<file path="config.mk">
export PLATFORM = sky130hd
export DESIGN_NAME = spimaster
export DESIGN_NICKNAME = d
export VERILOG_FILES = /design/src/rtl/spimaster.sv
export SDC_FILE = /design/constraint.sdc
export NUM_CORES = 1
export LEC_CHECK = 0
export ABC_AREA = 0
export BUFFER_PORTS_ARGS = -buffer_cell sky130_fd_sc_hd__buf_4
export CAP_MARGIN = 40
export CORE_UTILIZATION = 53
export CTS_BUF_LIST = sky130_fd_sc_hd__clkbuf_4 sky130_fd_sc_hd__clkbuf_8
export DETAILED_ROUTE_END_ITERATION = 8
export GPL_TIMING_DRIVEN = 0
export PLACE_DENSITY = 0.79
export SYNTH_ARGS = -nofsm -noshare
export SYNTH_HDL_FRONTEND = slang
export SYNTH_SLANG_ARGS = --single-unit
</file>
<file path="constraint.sdc">
create_clock -name clk -period 4.8 [get_ports clk]
set_input_delay 0.24 -clock clk [delete_from_list [all_inputs] [get_ports clk]]
set_output_delay 0.24 -clock clk [all_outputs]
set_load 0.02 [all_outputs]
</file>
<file path="src/rtl/spimaster.sv">
// Single-byte SPI initiator for the spiMemory slave: a 16-bit frame of {addr, rw} then data,
// MSB first, with SCLK idling low and a start/busy/done host handshake.
module spimaster #(
  parameter int unsigned CLK_DIV = 8
) (
  input  logic       clk,
  input  logic       rst_n,
  input  logic       start,
  input  logic       rw,
  input  logic [6:0] addr,
  input  logic [7:0] wdata,
  output logic       busy,
  output logic       done,
  output logic [7:0] rdata,
  output logic       sclk_pin,
  output logic       cs_pin,
  output logic       mosi_pin,
  input  logic       miso_pin
);

  localparam int unsigned DIV_W = (CLK_DIV > 2) ? $clog2(CLK_DIV) : 1;

  typedef enum logic [2:0] {IDLE, SETUP, SHIFT, HOLD, GAP} state_e;

  state_e state_q, state_d;

  logic [DIV_W-1:0] div_q, div_d;
  logic [4:0]       phase_q, phase_d;
  logic [15:0]      tx_q, tx_d;
  logic [7:0]       rx_q, rx_d;
  logic [7:0]       rdata_q, rdata_d;
  logic             rw_q, rw_d;
  logic             cs_q, cs_d;
  logic             sclk_q, sclk_d;
  logic             busy_q, busy_d;
  logic             done_q, done_d;
  logic             last_div;

  assign last_div = (div_q == DIV_W'(CLK_DIV - 1));

  always_ff @(posedge clk or negedge rst_n) begin
    if (!rst_n) begin
      state_q <= IDLE;
    end else begin
      state_q <= state_d;
    end
  end

  always_comb begin
    state_d = state_q;
    case (state_q)
      IDLE:    if (start) state_d = SETUP;
      SETUP:   if (last_div) state_d = SHIFT;
      SHIFT:   if (last_div && phase_q == 5'd31) state_d = HOLD;
      HOLD:    if (last_div) state_d = GAP;
      GAP:     if (last_div) state_d = IDLE;
      default: state_d = IDLE;
    endcase
  end

  // MOSI is always tx_q[15]; clearing tx at frame end keeps the pin low outside SHIFT.
  always_comb begin
    div_d   = '0;
    phase_d = phase_q;
    tx_d    = tx_q;
    rx_d    = rx_q;
    rdata_d = rdata_q;
    rw_d    = rw_q;
    cs_d    = cs_q;
    sclk_d  = sclk_q;
    busy_d  = busy_q;
    done_d  = 1'b0;
    if (state_q != IDLE) begin
      div_d = last_div ? '0 : div_q + DIV_W'(1);
    end
    case (state_q)
      IDLE: begin
        if (start) begin
          tx_d   = {addr, rw, (rw ? 8'h00 : wdata)};
          rx_d   = '0;
          rw_d   = rw;
          cs_d   = 1'b0;
          busy_d = 1'b1;
        end
      end
      SETUP: begin
        if (last_div) begin
          phase_d = '0;
          sclk_d  = 1'b0;
        end
      end
      SHIFT: begin
        // Data byte is sampled on the final clk cycle of each high phase (bits 8..15).
        if (last_div && phase_q[0] && phase_q >= 5'd17) begin
          rx_d = {rx_q[6:0], miso_pin};
        end
        if (last_div) begin
          if (phase_q == 5'd31) begin
            phase_d = '0;
            sclk_d  = 1'b0;
            tx_d    = '0;
          end else begin
            phase_d = phase_q + 5'd1;
            sclk_d  = ~phase_q[0];
            if (phase_q[0]) begin
              tx_d = {tx_q[14:0], 1'b0};
            end
          end
        end
      end
      HOLD: begin
        if (last_div) cs_d = 1'b1;
      end
      GAP: begin
        if (last_div) begin
          done_d = 1'b1;
          busy_d = 1'b0;
          if (rw_q) rdata_d = rx_q;
        end
      end
      default: begin
        cs_d   = 1'b1;
        sclk_d = 1'b0;
        busy_d = 1'b0;
        tx_d   = '0;
      end
    endcase
  end

  always_ff @(posedge clk or negedge rst_n) begin
    if (!rst_n) begin
      div_q   <= '0;
      phase_q <= '0;
      tx_q    <= '0;
      rx_q    <= '0;
      rdata_q <= '0;
      rw_q    <= 1'b0;
      cs_q    <= 1'b1;
      sclk_q  <= 1'b0;
      busy_q  <= 1'b0;
      done_q  <= 1'b0;
    end else begin
      div_q   <= div_d;
      phase_q <= phase_d;
      tx_q    <= tx_d;
      rx_q    <= rx_d;
      rdata_q <= rdata_d;
      rw_q    <= rw_d;
      cs_q    <= cs_d;
      sclk_q  <= sclk_d;
      busy_q  <= busy_d;
      done_q  <= done_d;
    end
  end

  assign busy     = busy_q;
  assign done     = done_q;
  assign rdata    = rdata_q;
  assign sclk_pin = sclk_q;
  assign cs_pin   = cs_q;
  assign mosi_pin = tx_q[15];

endmodule
</file>
==> metrics.yaml <==
overflow: 0
clock_path_buffers: 2
synth_xor_area_frac: 0.00779
min_path_type: "in2reg"
synth_mux_area_frac: 0.0451
r2r-end: "tx_q[1]$_DFFE_PN0P_"
fp.dieArea_sq_um: 4510
dp_hpwl_mm: 3.12
ctsResizeCount: 0
root_buffer: "clkbuf_8"
initial_utilization: 0.558
synth_top_family_by_area: "compound AO/OA/AOI/OAI gates"
cp-end-kind: "flop"
clk_pin_slew_ps: 90
postRouteAntennaNets: 0
htreeDepth: 2
fin_crit_sh: 0.518
grt_pass1_wl_mm: 7.51
track_usage: 0.226
die_x_um: 67.1
r2r_setup_slack_ps: 2310
start_kind: "flop"
setup_viol: 0
vias: 1695
min_period_ps: 2490
fp-row-count: 23
final_nets: 284
synth_top_area_cell: "dfrtp_1"
p_per_area_nw_per_um2: 485
maxSlewHeadroom: 0.493
first_pass_iters: 4
leakagePower_uw: 0.00121
ys_seq_area_frac: 0.535
fp.dieH_um: 67.1
drv_slew: 0
synthDistinctLibCells: 37
gp_congestion: 0.811
wire_per_inst_um: 14.8
post-cts-setup-buffers: 0
fin_worst_skew_ps: 7.70
avgSynthCellArea_sq_um: 10.3
via_per_inst: 5.47
worstMarginPinSlew_ps: 754
drt_iter0_drc: 100
cp_data_arrival_time_ps: 2690
pin_count: 33
syn_area_sq_um: 2250
drt_wl_total_mm: 4.58
cts_tree: "done"
finalSetupTns_ps: 0
crit_start: "phase_q[0]$_DFFE_PN0P_"
synth-seq-cells: 48
crit_type: "reg2reg"
grt_pass1_vias: 1612
insertion_delay_ps: 300
max_freq_mhz: 402
port_buffers: 32
drc: 0
final_common_cell: "dfrtp_1"
path_max_fanout: 10
crit_required_ps: 5010
synthCells: 219
area_growth_syn_to_layout_pct: 18.9
irDropWorstVdd_mv: 0.252
synthTopCellsByArea: "dfrtp_1, nand2_1, o21ai_0"
synth_top_area_share: 0.523
syn_nets: 244
rsz0062_at_grt: "false"
worstRegToRegCells: 8
diodes: 0
numCtsBuffers: 5
yosysWarnings: 0
drive_gt1_frac: 0.238
outcome: "completed"
grt_max_degree: 49
synth_compound_area_frac: 0.188
core_sq_um: 4030
fill_cells: 323
clkSinkCount: 48
drv_cap: 0
synthSimpleGateAreaFrac: 0.156
hold_viol: 0
r2r-start: "phase_q[0]$_DFFE_PN0P_"
crit_end: "tx_q[1]$_DFFE_PN0P_"
synthAdderAreaFrac: 0.0278
antenna_found_initial: 0
final_cell_mix: "dfrtp_1, nand2_1, buf_4"
final_util: 0.663
[sequential cells by signal, summed over array words and instances, names as in the netlist, 3 cells and up]
name,cells
rdata,8
rx_q,8
phase_q,5
state_q,3
div_q,3
tx_q,16
[routing by layer]
metal  vias up  track usage  part of all wire
met2        35        0.348              0.46
met4         0       0.0798             0.017
li1        853            -                 -
met1       799        0.314              0.49
met3         8       0.0507             0.036
met5         -            0                 0
[layout make-up]
cell class                 count  area [sq um]  share of cell area
buffer                        13          75.1              0.0281
inverter                       4          15.0             0.00562
tap                           50          62.6              0.0234
clock buffer                   6          76.3              0.0286
clock inverter                 2          35.0              0.0131
timing repair buffer          33           250              0.0936
multi-input combinational    154           956               0.358
sequential                    48          1200               0.450
[stage by stage]
stage | worst slack, ps | total power (uW) | instances | area, sq um | hold slack (ps)
4_1_cts | 2300 | 1300 | 310 | 2670 | 183
3_5_place_dp | 2380 | 1010 | 301 | 2550 | 286
2_1_floorplan | 2760 | 877 | 219 | 2250 | -55.6
5_1_grt | 2150 | 1390 | 310 | 2670 | 196
6_report | 2310 | 1300 | 310 | 2670 | 190
3_3_place_gp | 2410 | 993 | 301 | 2550 | 287
[cells by family (layout without fill, tap and decap cells)]
family / count (synthesis) / after routing
flops: 48 / 48
buf+inv: 17 / 58
compound gates: 64 / 64
simple gates: 74 / 74
fa+ha+maj: 5 / 5
mux: 9 / 9
xor+xnor: 2 / 2
[worst max-delay path, cell delays in order (launching register included)]
cell,delay [ps]
dfrtp_1,480
ha_1,260
and3_1,190
ha_1,260
nor2b_1,130
clkbuf_1,290
clkbuf_1,400
a22oi_1,150
o21ai_0,240
[repair_timing]
action,4_1_cts,5_1_grt
hold buffers,1,0
setup endpoints to repair,0,0
hold endpoints to repair,47,0
[report_power, final]
group | switching, uW | total (uW) | internal, uW | leakage, uW
logic | 260 | 433 | 173 | 0.000505
clock network | 131 | 292 | 160 | 0.0000586
registers | 66.3 | 570 | 504 | 0.000643
[synthesized netlist by cell type]
library cell   n
nor4b_1        1
a22o_1         1
buf_2          3
nor3_1         2
o31ai_1        5
o21ai_0       27
clkbuf_1       7
a21oi_1        4
nand3b_1       2
and4_1         1
and3_1         3
nor3b_1        2
o211a_1        1
nor4_2         1
a22oi_1       15
nor4_1         1
ha_1           5
o31ai_2        3
a2bb2oi_1      2
dfstp_2        1
or4b_4         1
xnor2_1        2
mux2_2         9
o21ai_1        1
nor2_1         9
buf_6          3
o211ai_1       1
a311oi_1       1
a211oi_1       1
inv_1          4
or2_2          1
dfrtp_1       47
nor2b_1        3
nand2_1       44
o41ai_1        1
nand2b_1       3
o22ai_1        1
[worst min path at each step]
stage	start	endpoint	slack, ps	depth (start not counted)
after global routing	wdata[0]	tx_q[0]$_DFFE_PN0P_	200	3
final	wdata[0]	tx_q[0]$_DFFE_PN0P_	190	3
after detailed placement	rst_n	rdata[3]$_DFFE_PN0P_	290	1
after CTS	wdata[0]	tx_q[0]$_DFFE_PN0P_	180	3
after floorplan	rst_n	busy$_DFFE_PN0P_	-60	0
after global placement	rst_n	rdata[2]$_DFFE_PN0P_	290	1
Note: power is estimated with default switching activity, not from simulation.
